===== config.mk =====
export PLATFORM = sky130hd
export DESIGN_NAME = procyon_ram_mp
export DESIGN_NICKNAME = d
export VERILOG_FILES = /design/src/rtl/procyon_lib_pkg.sv /design/src/rtl/procyon_ram_rd_port.sv /design/src/rtl/procyon_ram_mp.sv
export SDC_FILE = /design/constraint.sdc
export NUM_CORES = 1
export LEC_CHECK = 0
export CAP_MARGIN = 20
export CORE_MARGIN = 4
export CORE_UTILIZATION = 55
export CTS_CLUSTER_DIAMETER = 80
export DETAILED_ROUTE_END_ITERATION = 10
export PLACE_DENSITY = 0.78
export SLEW_MARGIN = 5
export SYNTH_ARGS = -nofsm -noshare
export SYNTH_HDL_FRONTEND = slang
export SYNTH_SLANG_ARGS = --single-unit

===== constraint.sdc =====
create_clock -name clk -period 2.7 [get_ports clk]
set_clock_uncertainty 0.2 [all_clocks]
set_input_delay 0.405 -clock clk [delete_from_list [all_inputs] [get_ports clk]]
set_output_delay 0.405 -clock clk [all_outputs]
set_load 0.02 [all_outputs]

===== src/rtl/procyon_lib_pkg.sv =====
// Shared types and constants for the procyon RAM blocks.
package procyon_lib_pkg;

    typedef enum logic {
        PROCYON_RAM_MP_INIT  = 1'b0,
        PROCYON_RAM_MP_READY = 1'b1
    } procyon_ram_mp_state_t;

    localparam int PROCYON_RAM_LATENCY_COMB = 0;
    localparam int PROCYON_RAM_LATENCY_REG  = 1;

endpackage


===== src/rtl/procyon_ram_rd_port.sv =====
// One read port: accept gating, lane-wise write-first forwarding and the
// combinational or registered output stage.
module procyon_ram_rd_port #(
    parameter int OPTN_DATA_WIDTH    = 32,
    parameter int OPTN_RD_LATENCY    = 1,
    parameter int OPTN_WR_MASK_WIDTH = 4,
    parameter int RAM_IDX_WIDTH      = 4
) (
    input  logic                          clk,
    input  logic                          n_rst,
    input  logic                          i_ram_ready,
    input  logic                          i_rd_en,
    input  logic [RAM_IDX_WIDTH-1:0]      i_rd_addr,
    input  logic [OPTN_DATA_WIDTH-1:0]    i_rd_word,
    input  logic                          i_wr_en,
    input  logic [RAM_IDX_WIDTH-1:0]      i_wr_addr,
    input  logic [OPTN_WR_MASK_WIDTH-1:0] i_wr_mask,
    input  logic [OPTN_DATA_WIDTH-1:0]    i_wr_data,
    output logic [OPTN_DATA_WIDTH-1:0]    o_rd_data,
    output logic                          o_rd_valid
);
    import procyon_lib_pkg::*;

    localparam int LANE_W    = OPTN_DATA_WIDTH / OPTN_WR_MASK_WIDTH;
    localparam bit COMB_READ = (OPTN_RD_LATENCY == PROCYON_RAM_LATENCY_COMB);

    logic                       rd_accept;
    logic [OPTN_DATA_WIDTH-1:0] fwd_word;
    logic [OPTN_DATA_WIDTH-1:0] rd_data_q;
    logic                       rd_valid_q;

    assign rd_accept = i_ram_ready & i_rd_en;

    // i_wr_en is the already-qualified write, so an out-of-range address never forwards.
    always_comb begin
        fwd_word = i_rd_word;
        if (i_wr_en && (i_wr_addr == i_rd_addr)) begin
            for (int l = 0; l < OPTN_WR_MASK_WIDTH; l++) begin
                if (i_wr_mask[l]) begin
                    fwd_word[l*LANE_W +: LANE_W] = i_wr_data[l*LANE_W +: LANE_W];
                end
            end
        end
    end

    always_ff @(posedge clk or negedge n_rst) begin
        if (!n_rst) begin
            rd_data_q  <= '0;
            rd_valid_q <= 1'b0;
        end else begin
            rd_valid_q <= rd_accept;
            rd_data_q  <= rd_accept ? fwd_word : '0;
        end
    end

    // The combinational path deliberately sees the pre-write word.
    assign o_rd_data  = COMB_READ ? (rd_accept ? i_rd_word : '0) : rd_data_q;
    assign o_rd_valid = COMB_READ ? rd_accept : rd_valid_q;

endmodule


===== src/rtl/procyon_ram_mp.sv =====
// Multi-read-port RAM with lane write mask; clears itself after reset before
// accepting any access.
module procyon_ram_mp #(
    parameter int OPTN_DATA_WIDTH    = 32,
    parameter int OPTN_RAM_DEPTH     = 16,
    parameter int OPTN_RD_PORTS      = 2,
    parameter int OPTN_RD_LATENCY    = 1,
    parameter int OPTN_WR_MASK_WIDTH = 4,
    parameter int RAM_IDX_WIDTH      = $clog2(OPTN_RAM_DEPTH)
) (
    input  logic                                     clk,
    input  logic                                     n_rst,
    input  logic [OPTN_RD_PORTS-1:0]                 i_ram_rd_en,
    input  logic [OPTN_RD_PORTS*RAM_IDX_WIDTH-1:0]   i_ram_rd_addr,
    output logic [OPTN_RD_PORTS*OPTN_DATA_WIDTH-1:0] o_ram_rd_data,
    output logic [OPTN_RD_PORTS-1:0]                 o_ram_rd_valid,
    input  logic                                     i_ram_wr_en,
    input  logic [RAM_IDX_WIDTH-1:0]                 i_ram_wr_addr,
    input  logic [OPTN_WR_MASK_WIDTH-1:0]            i_ram_wr_mask,
    input  logic [OPTN_DATA_WIDTH-1:0]               i_ram_wr_data,
    output logic                                     o_ram_ready
);
    import procyon_lib_pkg::*;

    localparam int                     LANE_W    = OPTN_DATA_WIDTH / OPTN_WR_MASK_WIDTH;
    localparam logic [RAM_IDX_WIDTH:0] DEPTH_EXT = (RAM_IDX_WIDTH+1)'(OPTN_RAM_DEPTH);
    localparam logic [RAM_IDX_WIDTH-1:0] LAST_IDX = RAM_IDX_WIDTH'(OPTN_RAM_DEPTH - 1);

    procyon_ram_mp_state_t      state;
    logic [RAM_IDX_WIDTH-1:0]   init_cnt;
    logic                       ready_q;
    logic                       wr_accept;
    logic [OPTN_DATA_WIDTH-1:0] ram [OPTN_RAM_DEPTH];
    logic [OPTN_DATA_WIDTH-1:0] rd_word [OPTN_RD_PORTS];

    always_ff @(posedge clk or negedge n_rst) begin
        if (!n_rst) begin
            state    <= PROCYON_RAM_MP_INIT;
            init_cnt <= '0;
            ready_q  <= 1'b0;
        end else begin
            case (state)
                PROCYON_RAM_MP_INIT: begin
                    if (init_cnt == LAST_IDX) begin
                        state   <= PROCYON_RAM_MP_READY;
                        ready_q <= 1'b1;
                    end else begin
                        init_cnt <= init_cnt + 1'b1;
                    end
                end
                default: begin
                    state   <= PROCYON_RAM_MP_READY;
                    ready_q <= 1'b1;
                end
            endcase
        end
    end

    assign wr_accept = ready_q & i_ram_wr_en & ({1'b0, i_ram_wr_addr} < DEPTH_EXT);

    // The array has no reset; the INIT sweep is what clears it.
    always_ff @(posedge clk) begin
        if (state == PROCYON_RAM_MP_INIT) begin
            ram[init_cnt] <= '0;
        end else if (wr_accept) begin
            for (int l = 0; l < OPTN_WR_MASK_WIDTH; l++) begin
                if (i_ram_wr_mask[l]) begin
                    ram[i_ram_wr_addr][l*LANE_W +: LANE_W] <= i_ram_wr_data[l*LANE_W +: LANE_W];
                end
            end
        end
    end

    always_comb begin
        for (int p = 0; p < OPTN_RD_PORTS; p++) begin
            rd_word[p] = '0;
            if ({1'b0, i_ram_rd_addr[p*RAM_IDX_WIDTH +: RAM_IDX_WIDTH]} < DEPTH_EXT) begin
                rd_word[p] = ram[i_ram_rd_addr[p*RAM_IDX_WIDTH +: RAM_IDX_WIDTH]];
            end
        end
    end

    for (genvar g = 0; g < OPTN_RD_PORTS; g++) begin : g_rd_port
        procyon_ram_rd_port #(
            .OPTN_DATA_WIDTH    (OPTN_DATA_WIDTH),
            .OPTN_RD_LATENCY    (OPTN_RD_LATENCY),
            .OPTN_WR_MASK_WIDTH (OPTN_WR_MASK_WIDTH),
            .RAM_IDX_WIDTH      (RAM_IDX_WIDTH)
        ) u_rd_port (
            .clk         (clk),
            .n_rst       (n_rst),
            .i_ram_ready (ready_q),
            .i_rd_en     (i_ram_rd_en[g]),
            .i_rd_addr   (i_ram_rd_addr[g*RAM_IDX_WIDTH +: RAM_IDX_WIDTH]),
            .i_rd_word   (rd_word[g]),
            .i_wr_en     (wr_accept),
            .i_wr_addr   (i_ram_wr_addr),
            .i_wr_mask   (i_ram_wr_mask),
            .i_wr_data   (i_ram_wr_data),
            .o_rd_data   (o_ram_rd_data[g*OPTN_DATA_WIDTH +: OPTN_DATA_WIDTH]),
            .o_rd_valid  (o_ram_rd_valid[g])
        );
    end

    assign o_ram_ready = ready_q;

endmodule


==> metrics.yaml <==
place_inst: 2216
report.final.hold_viol_count: 0
switching_share_pct: 22.51
globalRoute.totalOverflow: 0
detailed_place_hpwl_um: 46670
vias_in_the_first_global_route: 16850
critical_path_peak_fanout: 10
finalWorstPathRequiredPeriod_ps: 2638
drt-vias-per-instance: 6.978
drc: 0
max_freq_ghz: 0.3791
synth_top_area_cell: "edfxtp_1"
std_cell_rows: 80
synth-main-ff-cell: "edfxtp_1"
layoutNonFillerInstCount: 2322
p_seq_share_pct: 50.5
core_area_um2: 47950
cts_htree_levels: 2
regToRegEndpoint: "ram[0][20]"
switchingPower_uw: 4444
synth_enable_flop_cells: 512
irDropWorstVdd_mv: 0.5036
clk_pin_slew_ps: 60
fin_util_pct: 67.12
setup_tns_ps: 0
worstSetupStartpointType: "primary input"
avgRoutedWirePerCell_um: 30.32
ys_warn_count: 0
power.clock.fraction_pct: 40.3
p_leak_uw: 0.01169
max_slew.worst_pin.slew_ps: 1198
route.final.wire_length_um: 70410
die_x_um: 228.6
antenna_found_initial: 0
start_util_pct: 55.84
layout-drive-gt1-share_pct: 36.20
total_clock_buffers_created_by_cts: 57
post-synth-top-area-fraction_pct: 57.43
timing.critical_path.arrival_ps: 2750
worst-endpoint-required_ps: 2810
combinational_power_share_pct: 9.3
cts_tree: "done"
synth.lib_cells_used.distinct: 37
internal-power_uw: 15300
antenna_left: 0
detailroute.via_count: 16204
flow.area_growth_from_synthesis_pct: 20.21
synth-seq-cells: 584
worstRegToRegCells: 5
worst-setup-path-type: "primary input to flop"
async_reset_ff_share_pct: 12.33
post_synthesis_cell_count: 1419
ctsRootBufferMaster: "clkbuf_16"
drv_slew: 0
hold_path_class: "primary input to async pin"
cp-end-kind: "flop"
numPortBuffers: 119
timing.rr.start: "o_ram_ready"
power.density_cell_area_nw_per_um2: 613.4
grt_usage_pct: 26.92
first_iteration_detailed_routing_drc_count: 2368
grt_start_max_net_pins: 65
place.gp.congestion: 0.9061
layout.filler_cells: 2977
setup.reg_to_reg.worst_slack_ps: 220
drt-pass1-iter-count: 5
synth.net_count: 1473
fp.dieArea_um2: 52270
outcome: "complete, no violations"
maxSlewHeadroom_pct: 19.94
synthTopCellsByArea: "edfxtp_1 (57%), mux4_2 (22%), dfrtp_1 (6.7%)"
period_share_pct: 97.71
max-clock-path-buffers: 3
maxCapViolations: 0
finalSetupViolCount: 0
antenna_cells: 0
top_level_ports: 120
final_cell_mix: "edfxtp_1 (512), mux4_2 (256), buf_4 (129)"
grt_pass1_wl_um: 106400
rsz0062_at_grt: "false"
worstSkewPairLatency_ps: 610
vertical_die_dimension_um: 228.6
synth.cell_area_um2: 26770
final_common_cell: "edfxtp_1"
postSynthAreaPerCell_um2: 18.87
final_net_count: 1719
synth_seq_area_share_pct: 64.16
cts_num_sinks: 584
==> worst max-delay path, cell delays in order <==
cell	delay, ps
clkdlybuf4s50_1	430
or4_4	600
and3_4	270
buf_4	180
mux2i_4	230
buf_12	190
nor3_1	220
buf_4	220
==> kinds of logic after synthesis <==
logic type	share of synthesized area (%)
compound gates	5.538
mux	23.52
simple gates	3.860
buf+inv	2.514
flops	64.16
fa+ha+maj	0.04673
xor+xnor	0.3599
==> worst max-delay path by stage <==
stage,slack (ps),from,endpoint,cells past startpoint
3_3_place_gp,-820,i_ram_wr_mask[3],ram[0][19],6
5_1_grt,10,i_ram_wr_mask[3],ram[6][13],8
3_5_place_dp,-830,i_ram_wr_mask[3],ram[10][20],6
4_1_cts,30,i_ram_wr_mask[3],ram[6][13],8
2_1_floorplan,-230,i_ram_wr_mask[3],ram[5][16],7
6_report,60,i_ram_wr_mask[3],ram[6][13],8
==> power by group through the flow <==
| stage | clock network (uW) | logic, uW | registers [uW] |
|---|---|---|---|
| global placement | 0 | 1770 | 10100 |
| floorplan | 0 | 948 | 10200 |
| CTS | 8030 | 1820 | 9960 |
| detailed placement | 0 | 1800 | 10200 |
| global route | 8480 | 1930 | 9960 |
| finish | 7950 | 1830 | 9960 |
==> cell usage after synthesis (4+ instances only) <==
cell type  count
nand4_1        5
nor2b_1       11
mux2i_4        6
buf_6          7
dfrtp_1       72
o211a_1        4
mux2_2        29
nor3_2        24
mux2i_1        4
nor2_1         8
a21oi_1       28
and4_1         4
nand3_1        4
a22oi_1       64
buf_2         34
nor3_1        42
nand2_1       44
inv_1         35
and2_1        34
edfxtp_1     512
clkbuf_1      64
a31o_2         4
o22ai_1       32
xor2_1         9
a31oi_1        5
a21boi_1       4
a22o_1        60
mux4_2       256
==> registers in the layout (all words and copies together) (netlist names) <==
name                            count
g_rd_port.u_rd_port.o_rd_data      64
ram                               512
state                               1
o_ram_ready                         1
init_cnt                            4
g_rd_port.u_rd_port.o_rd_valid      2
==> metrics by stage <==
stage | instance area (um^2) | hold slack [ps] | worst slack [ps] | total power (uW)
after detailed placement | 30250 | 310.4 | -826.7 | 11960
final | 32180 | 217.2 | 61.93 | 19740
after global routing | 32180 | 230.5 | 10.30 | 20370
after global placement | 30250 | 299.8 | -815.8 | 11920
after floorplan | 26880 | -90.59 | -229.3 | 11160
after CTS | 32180 | 190.4 | 27.01 | 19810
==> routing by layer <==
metal / GRT usage, % / up-vias / part of all wire, %
li1: - / 6486 / -
met1: 36.78 / 8426 / 38
met2: 43.24 / 1116 / 49
met3: 5.484 / 176 / 9.7
met4: 10.83 / 0 / 4.1
met5: 0 / - / 0
==> layout make-up <==
cell class	instances	area, um^2	area share [%]
inverter	35	131.4	0.4082
multi-input combinational	689	9065	28.17
sequential	584	17180	53.37
clock inverter	37	397.9	1.236
timing repair buffer	298	3191	9.914
tap	615	769.5	2.391
clock buffer	64	1453	4.514
==> what timing repair did <==
action                     4_1_cts  5_1_grt
hold buffers                     1        0
buffers inserted                 4        0
hold endpoints to repair        44        0
resized for setup                1        1
pin swaps                        0        1
setup endpoints to repair      454      294
(Power assumes the default switching activity.)
